===== config.mk =====
export PLATFORM = sky130hd
export DESIGN_NAME = pattern_lut_loader
export DESIGN_NICKNAME = d
export VERILOG_FILES = /design/src/rtl/pattern_lut_loader_pkg.sv /design/src/rtl/pattern_lut_loader_addr_ptr.sv /design/src/rtl/pattern_lut_loader.sv
export SDC_FILE = /design/constraint.sdc
export NUM_CORES = 1
export LEC_CHECK = 0
export CORE_UTILIZATION = 45
export CTS_CLUSTER_DIAMETER = 200
export CTS_CLUSTER_SIZE = 28
export DETAILED_ROUTE_END_ITERATION = 16
export PLACE_DENSITY = 0.8
export SYNTH_ARGS = -nofsm -noshare
export SYNTH_HDL_FRONTEND = slang
export SYNTH_HIERARCHICAL = 1
export SYNTH_SLANG_ARGS = --single-unit

===== constraint.sdc =====
create_clock -name clock -period 3.9 [get_ports clock]
set_clock_uncertainty 0.2 [all_clocks]
set_input_delay 0.585 -clock clock [delete_from_list [all_inputs] [get_ports clock]]
set_output_delay 0.585 -clock clock [all_outputs]
set_load 0.05 [all_outputs]

===== src/rtl/pattern_lut_loader_pkg.sv =====
// Shared constants and state encoding for the pattern-finder LUT loader.
package pattern_lut_loader_pkg;
  localparam int LUT_MXADRB = 11;
  localparam int LUT_MXDATB = 9;
  localparam int LUT_CKSUMW = 16;

  typedef enum logic [2:0] {
    ST_IDLE    = 3'd0,
    ST_WRITE   = 3'd1,
    ST_FILL    = 3'd2,
    ST_RD_WAIT = 3'd3,
    ST_RD_CAP  = 3'd4
  } lut_state_e;
endpackage


===== src/rtl/pattern_lut_loader_addr_ptr.sv =====
// Loadable, wrapping, auto-increment LUT address counter; also drives the fill sweep.
module lut_addr_ptr
  import pattern_lut_loader_pkg::*;
#(
  parameter int W = LUT_MXADRB
) (
  input  logic         clock,
  input  logic         reset,
  input  logic         ld_i,
  input  logic [W-1:0] ld_val_i,
  input  logic         inc_i,
  output logic [W-1:0] ptr_o
);
  logic [W-1:0] ptr_q;
  logic [W-1:0] ptr_d;

  // Increment applies after the load, so a load+inc lands on ld_val+1; wrap is the natural W-bit overflow.
  always_comb begin
    ptr_d = (ld_i ? ld_val_i : ptr_q) + {{(W-1){1'b0}}, inc_i};
  end

  always_ff @(posedge clock or posedge reset) begin
    if (reset) ptr_q <= '0;
    else       ptr_q <= ptr_d;
  end

  assign ptr_o = ptr_q;
endmodule


===== src/rtl/pattern_lut_loader.sv =====
// Host-side writer for the pattern-finder LUT (RAM port 0): single/burst writes, fill, readback.
// Define LUT_CHECKSUM_EN to build the running 16-bit checksum of written data; otherwise checksum is 0.
module pattern_lut_loader
  import pattern_lut_loader_pkg::*;
#(
  parameter int MXADRB    = LUT_MXADRB,
  parameter int MXDATB    = LUT_MXDATB,
  parameter int ROMLENGTH = 1 << MXADRB
) (
  input  logic                  clock,
  input  logic                  reset,
  input  logic                  host_wr,
  input  logic                  host_rd,
  input  logic                  host_fill,
  input  logic                  host_adr_ld,
  input  logic [MXADRB-1:0]     host_adr,
  input  logic [MXDATB-1:0]     host_dat,
  input  logic                  host_auto_inc,
  output logic [MXDATB-1:0]     host_rd_dat,
  output logic                  host_rd_vld,
  output logic                  busy,
  output logic                  done,
  output logic                  err_busy,
  output logic [MXADRB-1:0]     adr_ptr,
  output logic                  ram_we,
  output logic [MXADRB-1:0]     ram_adr,
  output logic [MXDATB-1:0]     ram_din,
  input  logic [MXDATB-1:0]     ram_dout,
  output logic [LUT_CKSUMW-1:0] checksum
);
  localparam logic [MXADRB-1:0] LAST_ADR = MXADRB'(ROMLENGTH - 1);

  lut_state_e        state_q;
  logic              ram_we_q, busy_q, done_q, rd_vld_q, err_q, rd_inc_q;
  logic [MXADRB-1:0] ram_adr_q;
  logic [MXDATB-1:0] ram_din_q, rd_dat_q;

  logic              accept, do_fill, do_wr, do_rd, collide;
  logic [MXADRB-1:0] sel_adr;
  logic              ptr_ld, ptr_inc;
  logic [MXADRB-1:0] ptr_val;

  lut_addr_ptr #(.W(MXADRB)) u_ptr (
    .clock    (clock),
    .reset    (reset),
    .ld_i     (ptr_ld),
    .ld_val_i (ptr_val),
    .inc_i    (ptr_inc),
    .ptr_o    (adr_ptr)
  );

  always_comb begin
    // WRITE is not a busy state, so back-to-back strobes are taken there just as in IDLE.
    accept  = (state_q == ST_IDLE) || (state_q == ST_WRITE);
    do_fill = accept && host_fill;
    do_wr   = accept && host_wr && !host_fill;
    do_rd   = accept && host_rd && !host_fill && !host_wr;
    collide = accept ? ((host_fill && (host_wr || host_rd)) || (host_wr && host_rd))
                     : (host_fill || host_wr || host_rd);
    sel_adr = host_adr_ld ? host_adr : adr_ptr;
    ptr_ld  = 1'b0;
    ptr_val = host_adr;
    ptr_inc = 1'b0;
    case (state_q)
      ST_IDLE, ST_WRITE: begin
        if (do_fill) begin
          ptr_ld  = 1'b1;
          ptr_val = '0;
          ptr_inc = 1'b1;
        end else begin
          ptr_ld  = host_adr_ld;
          ptr_inc = do_wr && host_auto_inc;
        end
      end
      ST_FILL: begin
        if (ram_adr_q == LAST_ADR) begin
          ptr_ld  = 1'b1;
          ptr_val = '0;
        end else begin
          ptr_inc = 1'b1;
        end
      end
      ST_RD_CAP: ptr_inc = rd_inc_q;
      default: ;
    endcase
  end

  always_ff @(posedge clock or posedge reset) begin
    if (reset) begin
      state_q   <= ST_IDLE;
      ram_we_q  <= 1'b0;
      ram_adr_q <= '0;
      ram_din_q <= '0;
      busy_q    <= 1'b0;
      done_q    <= 1'b0;
      rd_vld_q  <= 1'b0;
      rd_dat_q  <= '0;
      err_q     <= 1'b0;
      rd_inc_q  <= 1'b0;
    end else begin
      ram_we_q <= 1'b0;
      done_q   <= 1'b0;
      rd_vld_q <= 1'b0;
      if (collide) err_q <= 1'b1;
      case (state_q)
        ST_IDLE, ST_WRITE: begin
          if (do_fill) begin
            state_q   <= ST_FILL;
            ram_we_q  <= 1'b1;
            ram_adr_q <= '0;
            ram_din_q <= host_dat;
            busy_q    <= 1'b1;
          end else if (do_wr) begin
            state_q   <= ST_WRITE;
            ram_we_q  <= 1'b1;
            ram_adr_q <= sel_adr;
            ram_din_q <= host_dat;
          end else if (do_rd) begin
            state_q   <= ST_RD_WAIT;
            ram_adr_q <= sel_adr;
            busy_q    <= 1'b1;
            rd_inc_q  <= host_auto_inc;
          end else begin
            state_q   <= ST_IDLE;
          end
        end
        ST_FILL: begin
          if (ram_adr_q == LAST_ADR) begin
            state_q <= ST_IDLE;
            busy_q  <= 1'b0;
            done_q  <= 1'b1;
          end else begin
            ram_we_q  <= 1'b1;
            ram_adr_q <= adr_ptr;
          end
        end
        ST_RD_WAIT: state_q <= ST_RD_CAP;
        ST_RD_CAP: begin
          state_q  <= ST_IDLE;
          rd_dat_q <= ram_dout;
          rd_vld_q <= 1'b1;
          busy_q   <= 1'b0;
        end
        default: state_q <= ST_IDLE;
      endcase
    end
  end

`ifdef LUT_CHECKSUM_EN
  logic [LUT_CKSUMW-1:0] checksum_q;
  always_ff @(posedge clock or posedge reset) begin
    if (reset)         checksum_q <= '0;
    else if (do_fill)  checksum_q <= '0;
    else if (ram_we_q) checksum_q <= checksum_q + LUT_CKSUMW'(ram_din_q);
  end
  assign checksum = checksum_q;
`else
  assign checksum = '0;
`endif

  assign ram_we      = ram_we_q;
  assign ram_adr     = ram_adr_q;
  assign ram_din     = ram_din_q;
  assign busy        = busy_q;
  assign done        = done_q;
  assign host_rd_vld = rd_vld_q;
  assign host_rd_dat = rd_dat_q;
  assign err_busy    = err_q;
endmodule

==> results_tabular.tex, run 1 <==
\begin{tabular}{lr}
\hline
Metric & Value \\
\hline
\multicolumn{2}{l}{\textbf{Setup path}} \\
Cell depth of the worst flop-to-flop path & 11 \\
Crit path DAT & between 3 and 4 ns \\
Worst Path Required & 3.93 ns \\
Largest fanout on the critical path & 23 \\
Worst setup EP type & register \\
Kind of start point of the critical path & register \\
Category of the most critical setup path & reg -> reg \\
\multicolumn{2}{l}{\textbf{Floorplanning}} \\
Core region area & approximately 5600 um2 \\
Vert. Die Dim & roughly 79 um \\
Number of rows in the core area & 27 \\
Top-level port count & 97 \\
Initial Utilization & a little under half \\
Die area & 6290 um2 \\
Die extent in x & roughly 79 um \\
\multicolumn{2}{l}{\textbf{STA}} \\
Slew at the pin closest to its max-slew limit & approximately 0.66 ns \\
Final-report hold violation count & 0 \\
Setup repair after global routing missed its margin & false \\
Final Setup Violations & 0 \\
Number of max-slew violations in the final report & 0 \\
Summed negative setup slack over all endpoints & 0 ns \\
Period minus WS final & roughly 3.6 ns \\
Maximum operating frequency & around 280 MHz \\
Max-Slew Margin vs Limit & a little under three fifths \\
Final period utilization & approximately 93\% \\
\multicolumn{2}{l}{\textbf{Clock network}} \\
Maximum clock insertion buffer count & 2 \\
TritonCTS clock tree & done \\
Master cell of the clock root buffer & sky130\_fd\_sc\_hd\_\_clkbuf\_8 \\
Clock-pin slew reported for the worst setup and hold paths after clock tree synthesis & 0.09 ns \\
Total number of H-tree levels & 2 \\
Sinks on Clock Net & between 40 and 50 \\
Worst skew pair latency & 0.31 ns \\
Count of buffers added by post-CTS timing repair for setup & 0 \\
Post-cts resize count & 0 \\
Post-CTS Hold Buffers & 0 \\
Cts bufs inserted & 5 \\
\multicolumn{2}{l}{\textbf{Worst hold path}} \\
Worst Hold Depth & 1 \\
Hold WC Path Type & reg -> reg \\
\multicolumn{2}{l}{\textbf{GRT}} \\
Tot GR Track Use & between 20\% and 30\% \\
Antenna violations before repair & 0 \\
Via count of the first global-routing pass & approximately 2000 \\
Aggregate global routing overflow & 0 \\
Wire length of the first global-routing pass & about 9700 um \\
Maximum number of pins on one net before global-route repair & 39 \\
\multicolumn{2}{l}{\textbf{Logic synthesis}} \\
Average footprint of a synthesized cell & between 10 and 15 um2 \\
EDFF count, synth & 0 \\
Most used flip-flop cell after synthesis & sky130\_fd\_sc\_hd\_\_dfrtp\_1 \\
Synth Register Bits & 49 \\
Post-synthesis sequential area ratio & between 40\% and 50\% \\
Gate count of the mapped netlist & 248 \\
Synth async-reset ratio & between 90\% and 100\% \\
Total standard cell area after synthesis & 2690 um2 \\
Yosys warning total & 6 \\
Post-synthesis cell type count & 36 \\
\multicolumn{2}{l}{\textbf{Power}} \\
Sw Pwr & around 1.6 mW \\
Proportion of power drawn by flip-flops and latches & 27.6\% \\
Combinational fraction of design power & 61.1\% \\
Largest vdd supply drop & 0.000554 V \\
Internal power contribution & roughly 1.7 mW \\
Switching part of the total power & roughly half \\
Leakage power & roughly 1.6 nW \\
Power Density & just over 900 nW/um2 \\
Clk network pwr share & between 10 and 15\% \\
\multicolumn{2}{l}{\textbf{Routing}} \\
Number of design rule violations left after detail routing & 0 \\
Number of nets with antenna violations after detailed routing & 0 \\
Routed WL & slightly below 6000 um \\
WL per Instance & 14.7 um \\
1st-iter DRT viols & 115 \\
Via Count & approximately 2100 \\
Per-cell via count in the routed design & just over 5 \\
1st-pass router iterations & 4 \\
\multicolumn{2}{l}{\textbf{Placement}} \\
Buffers added on ports & 80 \\
Detailed Place HPWL & between 4000 and 5000 um \\
Placer Congestion & about 0.85 \\
\multicolumn{2}{l}{\textbf{Layout}} \\
Count of inserted antenna diode cells & 0 \\
Fraction of layout instances using a drive strength above 1 & 13.4\% \\
Growth of design area from synthesis to finish & 34.1\% \\
Highest-count cells in the layout ignoring fill and taps & sky130\_fd\_sc\_hd\_\_clkdlybuf4s50\_1, sky130\_fd\_sc\_hd\_\_dfrtp\_1, sky130\_fd\_sc\_hd\_\_mux2\_2 \\
Core utilization of the finished layout & 63.9\% \\
Most common cell after layout, fill and taps aside & sky130\_fd\_sc\_hd\_\_clkdlybuf4s50\_1 \\
Final Net Count & 366 \\
\multicolumn{2}{l}{\textbf{Run status}} \\
Status & finished clean \\
\multicolumn{2}{l}{\textbf{Job}} \\
\# Max-Cap Violations & 0 \\
\hline
\end{tabular}
## registers in the layout, summed over array words and instances, names as in the netlist, 3 cells and up
name and cells:
ram_adr 11, host_rd_dat 9, ram_din 9, u_ptr/ptr_o 11, state_q 3
## power by group through the flow
stage          registers [mW]  clock network, mW  logic [mW]
2_1_floorplan            1.65                  0       0.753
3_3_place_gp            0.938                  0        2.03
3_5_place_dp            0.944                  0        2.07
5_1_grt                 0.971              0.412        2.17
6_report                0.932              0.378        2.06
4_1_cts                 0.934              0.390        2.07
## layout make-up
| type | count | area, um2 |
|---|---|---|
| Fill cell | 459 | 2030 |
| Timing Repair Buffer | 87 | 853 |
| Multi-Input combinational cell | 170 | 1260 |
| Sequential cell | 49 | 1230 |
| Inverter | 15 | 56.3 |
| Tap cell | 72 | 90.1 |
| Clock buffer | 6 | 82.6 |
| Clock inverter | 2 | 37.5 |
## synthesized netlist by cell type, types with 3 or more instances
| cell | count | area (um2) |
|---|---|---|
| sky130_fd_sc_hd__a21boi_0 | 11 | 82.6 |
| sky130_fd_sc_hd__a21oi_1 | 5 | 25.0 |
| sky130_fd_sc_hd__and2_1 | 11 | 68.8 |
| sky130_fd_sc_hd__and3_1 | 11 | 68.8 |
| sky130_fd_sc_hd__and3b_1 | 3 | 26.3 |
| sky130_fd_sc_hd__buf_4 | 17 | 128 |
| sky130_fd_sc_hd__buf_6 | 4 | 45.0 |
| sky130_fd_sc_hd__clkbuf_1 | 8 | 30.0 |
| sky130_fd_sc_hd__dfrtp_1 | 49 | 1230 |
| sky130_fd_sc_hd__inv_1 | 15 | 56.3 |
| sky130_fd_sc_hd__mux2_2 | 22 | 248 |
| sky130_fd_sc_hd__mux2i_1 | 19 | 190 |
| sky130_fd_sc_hd__nand2_1 | 8 | 30.0 |
| sky130_fd_sc_hd__nand3_1 | 4 | 20.0 |
| sky130_fd_sc_hd__nand4_1 | 3 | 18.8 |
| sky130_fd_sc_hd__nor2_1 | 7 | 26.3 |
| sky130_fd_sc_hd__nor3b_1 | 4 | 30.0 |
| sky130_fd_sc_hd__o21ai_0 | 14 | 70.1 |
| sky130_fd_sc_hd__xnor2_1 | 4 | 35.0 |
| sky130_fd_sc_hd__xor2_1 | 6 | 52.6 |
## routing by layer
metal  wire length, um  vias to the layer above  track usage (%)
met2              2860                       59             30.6
li1                  -                      984                -
met4               125                        0             9.64
met5                 0                        -                0
met1              2710                     1000             28.4
met3               208                       11             3.79
## critical path, stage by stage, from the launching register on
cell and delay [ns]:
sky130_fd_sc_hd__dfrtp_1 0.54, sky130_fd_sc_hd__or3b_4 0.54, sky130_fd_sc_hd__nor4_4 0.39, sky130_fd_sc_hd__a21oi_1 0.22, sky130_fd_sc_hd__nand2_1 0.17, sky130_fd_sc_hd__buf_4 0.27
sky130_fd_sc_hd__mux2_2 0.37, sky130_fd_sc_hd__ha_1 0.22, sky130_fd_sc_hd__o21ai_0 0.18, sky130_fd_sc_hd__nor2_1 0.14, sky130_fd_sc_hd__nand3_1 0.13, sky130_fd_sc_hd__xor2_1 0.17
## kinds of logic after synthesis
group                      Yosys count  synth area share [%]
AOI/OAI and AO/OA                   38                  9.07
xor gates and xnor gates            10                  3.26
adders and majority gates            2                 0.930
buffers and inverters               44                  9.63
DFF                                 49                  45.6
muxes                               41                  16.3
other                                1                 0.139
and+or+nand+nor                     63                  15.1
## final timing paths
path | start | end | slack (ns)
setup reg to reg | state_q[1] | u_ptr/ptr_o[10] | 0.28
hold / removal | err_busy | err_busy | 0.27
max in group asynchronous | reset | ram_adr[2] | 2.66
hold reg to reg | err_busy | err_busy | 0.27
min in group asynchronous | reset | u_ptr/ptr_o[9] | 0.40
setup / recovery | state_q[1] | u_ptr/ptr_o[10] | 0.28
## stage by stage
step / power [mW] / instances / hold slack, ns / setup slack [ns] / instance area [um2]
3_3_place_gp: 2.97 / 393 / 0.241 / 0.550 / 3490
6_report: 3.37 / 401 / 0.274 / 0.277 / 3610
5_1_grt: 3.55 / 401 / 0.302 / 0.0987 / 3610
2_1_floorplan: 2.40 / 263 / 0.237 / 0.525 / 2750
3_5_place_dp: 3.01 / 393 / 0.256 / 0.370 / 3490
4_1_cts: 3.39 / 401 / 0.277 / 0.335 / 3610
Note: power is estimated with default switching activity, not from simulation.
==> run 2, diff against run 1 <==
- HOLD_SLACK_MARGIN: not set -> 0.02
==> results of run 2 <==
No change in the layout: final DEF, timing and power equal those of run 1.
==> run 3, diff against run 2 <==
- CORE_UTILIZATION: 45 -> 48
- PLACE_DENSITY: 0.8 -> 0.85
- SLEW_MARGIN: not set -> 20
- clock period: 3.9 -> 4.7 ns (I/O delays scaled with it)
==> run 3 against run 2 <==
Effect of this change:
- combinational power decreased by 17%
- first-iteration DRC count decreased by 14%
- non-clock buffer count decreased by 2
- total power decreased by 19%
- via count decreased by 1.6%
- flip-flop and latch count unchanged
- register-to-register slack improved by 0.81 ns
- clock power decreased by 35%
- critical path type unchanged
- fmax increased by 0.16%
==> results_tabular.tex, run 3 (same netlist as run 1, synthesis figures left out) <==
\begin{tabular}{lr}
\hline
Metric & Value \\
\hline
\multicolumn{2}{l}{\textbf{Floorplanning}} \\
Number of rows in the core area & 26 (-3.7\%) \\
Core region area & 5240 um2 (-7.2\%) \\
Die extent in x & 76.9 um (-3.1\%) \\
Initial Utilization & 51.4\% (+3.7 points) \\
Die area & 5910 um2 (-6.1\%) \\
Vert. Die Dim & 76.9 um (-3.1\%) \\
Top-level port count & 97 (unchanged) \\
\multicolumn{2}{l}{\textbf{Clock network}} \\
Cts bufs inserted & 5 (unchanged) \\
Clock-pin slew reported for the worst setup and hold paths after clock tree synthesis & 0.10 ns (about the same) \\
Total number of H-tree levels & 2 (unchanged) \\
Maximum clock insertion buffer count & 2 (unchanged) \\
Worst skew pair latency & 0.31 ns (about the same) \\
TritonCTS clock tree & done \\
Master cell of the clock root buffer & sky130\_fd\_sc\_hd\_\_clkbuf\_8 \\
Count of buffers added by post-CTS timing repair for setup & 0 (unchanged) \\
Sinks on Clock Net & 49 (unchanged) \\
Post-CTS Hold Buffers & 0 (unchanged) \\
Post-cts resize count & 0 (unchanged) \\
\multicolumn{2}{l}{\textbf{GRT}} \\
Via count of the first global-routing pass & 1988 (+1.8\%) \\
Wire length of the first global-routing pass & 9830 um (+1.6\%) \\
Maximum number of pins on one net before global-route repair & 39 (unchanged) \\
Tot GR Track Use & 21.1\% (+0.64 points) \\
Antenna violations before repair & 0 (unchanged) \\
Aggregate global routing overflow & 0 (unchanged) \\
\multicolumn{2}{l}{\textbf{Job}} \\
\# Max-Cap Violations & 0 (unchanged) \\
\multicolumn{2}{l}{\textbf{STA}} \\
Max-Slew Margin vs Limit & 57.6\% (+1.6 points) \\
Final Setup Violations & 0 (unchanged) \\
Summed negative setup slack over all endpoints & 0 ns (unchanged) \\
Maximum operating frequency & 276 MHz (+0.16\%) \\
Setup repair after global routing missed its margin & false \\
Final-report hold violation count & 0 (unchanged) \\
Slew at the pin closest to its max-slew limit & 0.636 ns (-0.0236 ns) \\
Period minus WS final & 3.62 ns (-0.00572 ns) \\
Setup slack after layout & 1.08 ns (+0.806 ns) \\
Number of max-slew violations in the final report & 0 (unchanged) \\
Final period utilization & 77.0\% (-16 points) \\
\multicolumn{2}{l}{\textbf{Power}} \\
Final Total Pwr & 2.73 mW (-19\%) \\
Combinational fraction of design power & 62.5\% (+1.4 points) \\
Clk network pwr share & 9.0\% (-2.2 points) \\
Proportion of power drawn by flip-flops and latches & 28.5\% (+0.9 points) \\
Largest vdd supply drop & 0.000434 V (-22\%) \\
Internal power contribution & 1.36 mW (-21\%) \\
Leakage power & 1.60 nW (-1.4\%) \\
Switching part of the total power & 50.2\% (+1.4 points) \\
Power Density & 769 nW/um2 (-18\%) \\
Sw Pwr & 1.37 mW (-17\%) \\
\multicolumn{2}{l}{\textbf{Routing}} \\
Routed WL & 5880 um (-0.52\%) \\
1st-pass router iterations & 4 (unchanged) \\
Per-cell via count in the routed design & 5.09 (-0.62\%) \\
1st-iter DRT viols & 99 (-14\%) \\
Via Count & 2021 (-1.6\%) \\
Number of nets with antenna violations after detailed routing & 0 (unchanged) \\
Number of design rule violations left after detail routing & 0 (unchanged) \\
WL per Instance & 14.8 um (+0.48\%) \\
\multicolumn{2}{l}{\textbf{Placement}} \\
Buffers added on ports & 80 (unchanged) \\
Count of placed standard cells including taps & 389 (-1.0\%) \\
Pre-CTS worst setup slack & 0.891 ns (+0.521 ns) \\
Detailed Place HPWL & 4540 um (-1.1\%) \\
Placer Congestion & 0.849 (about the same) \\
\multicolumn{2}{l}{\textbf{Layout}} \\
Final Net Count & 364 (-0.55\%) \\
Storage element area & 1230 um2 (unchanged) \\
Highest-count cells in the layout ignoring fill and taps & sky130\_fd\_sc\_hd\_\_clkdlybuf4s50\_1, sky130\_fd\_sc\_hd\_\_dfrtp\_1, sky130\_fd\_sc\_hd\_\_mux2\_2 \\
Most common cell after layout, fill and taps aside & sky130\_fd\_sc\_hd\_\_clkdlybuf4s50\_1 \\
Post-layout instance count excluding filler cells & 397 (-1.0\%) \\
Fraction of layout instances using a drive strength above 1 & 12.8\% (-0.53 points) \\
Multi-input logic area & 1260 um2 (unchanged) \\
Growth of design area from synthesis to finish & 32.2\% \\
Count of inserted antenna diode cells & 0 (unchanged) \\
Number of inserted filler cells in the final layout & 423 (-7.8\%) \\
\multicolumn{2}{l}{\textbf{Setup path}} \\
Worst Path Required & 4.68 ns (+0.75 ns) \\
Category of the most critical setup path & reg -> reg \\
Kind of start point of the critical path & register \\
Crit path DAT & 3.59 ns (-0.06 ns) \\
Largest fanout on the critical path & 23 (unchanged) \\
Worst setup EP type & register \\
\multicolumn{2}{l}{\textbf{Worst hold path}} \\
Hold WC Path Type & reg -> reg \\
\multicolumn{2}{l}{\textbf{Run status}} \\
Status & finished clean \\
\hline
\end{tabular}
## run 3: cell types whose count changed in the layout (fill, tap and decap cells not counted), sizes merged
cell	before	now
clkinv	0	2
clkbuf	6	5
bufinv	1	0
buf	7	5
## run 3: path summary, 6_finish.rpt
check	startpoint	to	slack (ns)	cells past startpoint
hold reg to reg	err_busy	err_busy	0.28	1
setup reg to reg	state_q[1]	u_ptr/ptr_o[8]	1.08	10
min in group asynchronous	reset	u_ptr/ptr_o[10]	0.51	2
setup / recovery	state_q[1]	u_ptr/ptr_o[8]	1.08	10
hold / removal	err_busy	err_busy	0.28	1
max in group asynchronous	reset	ram_adr[3]	3.33	3
## run 3: area by class of cell
type | instances | area share, %
clock buffers | 5 | 1.94
clock inverters | 3 | 0.493
repair buffers | 85 | 23.6
well taps | 70 | 2.46
flip-flops and latches | 49 | 34.5
multi-input cells | 170 | 35.5
inverters | 15 | 1.58
## run 3: critical path, stage by stage (launching register included)
cell	delay (ns)
sky130_fd_sc_hd__dfrtp_1	0.54
sky130_fd_sc_hd__or3b_4	0.54
sky130_fd_sc_hd__nor4_4	0.41
sky130_fd_sc_hd__a21oi_1	0.22
sky130_fd_sc_hd__nand2_1	0.18
sky130_fd_sc_hd__buf_4	0.27
sky130_fd_sc_hd__mux2_2	0.20
sky130_fd_sc_hd__ha_1	0.18
sky130_fd_sc_hd__o21ai_0	0.16
sky130_fd_sc_hd__or3_1	0.43
sky130_fd_sc_hd__xor2_1	0.16
## run 3: routing by layer
| layer | vias to the layer above | track usage [%] | wire length [um] |
|---|---|---|---|
| li1 | 986 | - | - |
| met1 | 953 | 28.2 | 2670 |
| met2 | 70 | 34.6 | 2800 |
| met3 | 12 | 3.33 | 285 |
| met4 | 0 | 7.12 | 118 |
| met5 | - | 0 | 0 |
## run 3: per-stage QoR
stage               hold slack [ns]  utilization, %  instance area, um2
detailed placement            0.266            66.2                3470
CTS                           0.288            67.9                3560
global placement              0.240            66.2                3470
finish                        0.283            67.9                3560
global route                  0.317            67.9                3560
floorplan                     0.279               -                2750
## run 3: power groups by stage
stage / combinational, mW / clock (mW) / sequential, mW
5_1_grt: 1.80 / 0.268 / 0.810
3_5_place_dp: 1.71 / 0 / 0.787
4_1_cts: 1.72 / 0.251 / 0.778
2_1_floorplan: 0.624 / 0 / 1.37
3_3_place_gp: 1.68 / 0 / 0.778
6_report: 1.71 / 0.245 / 0.779
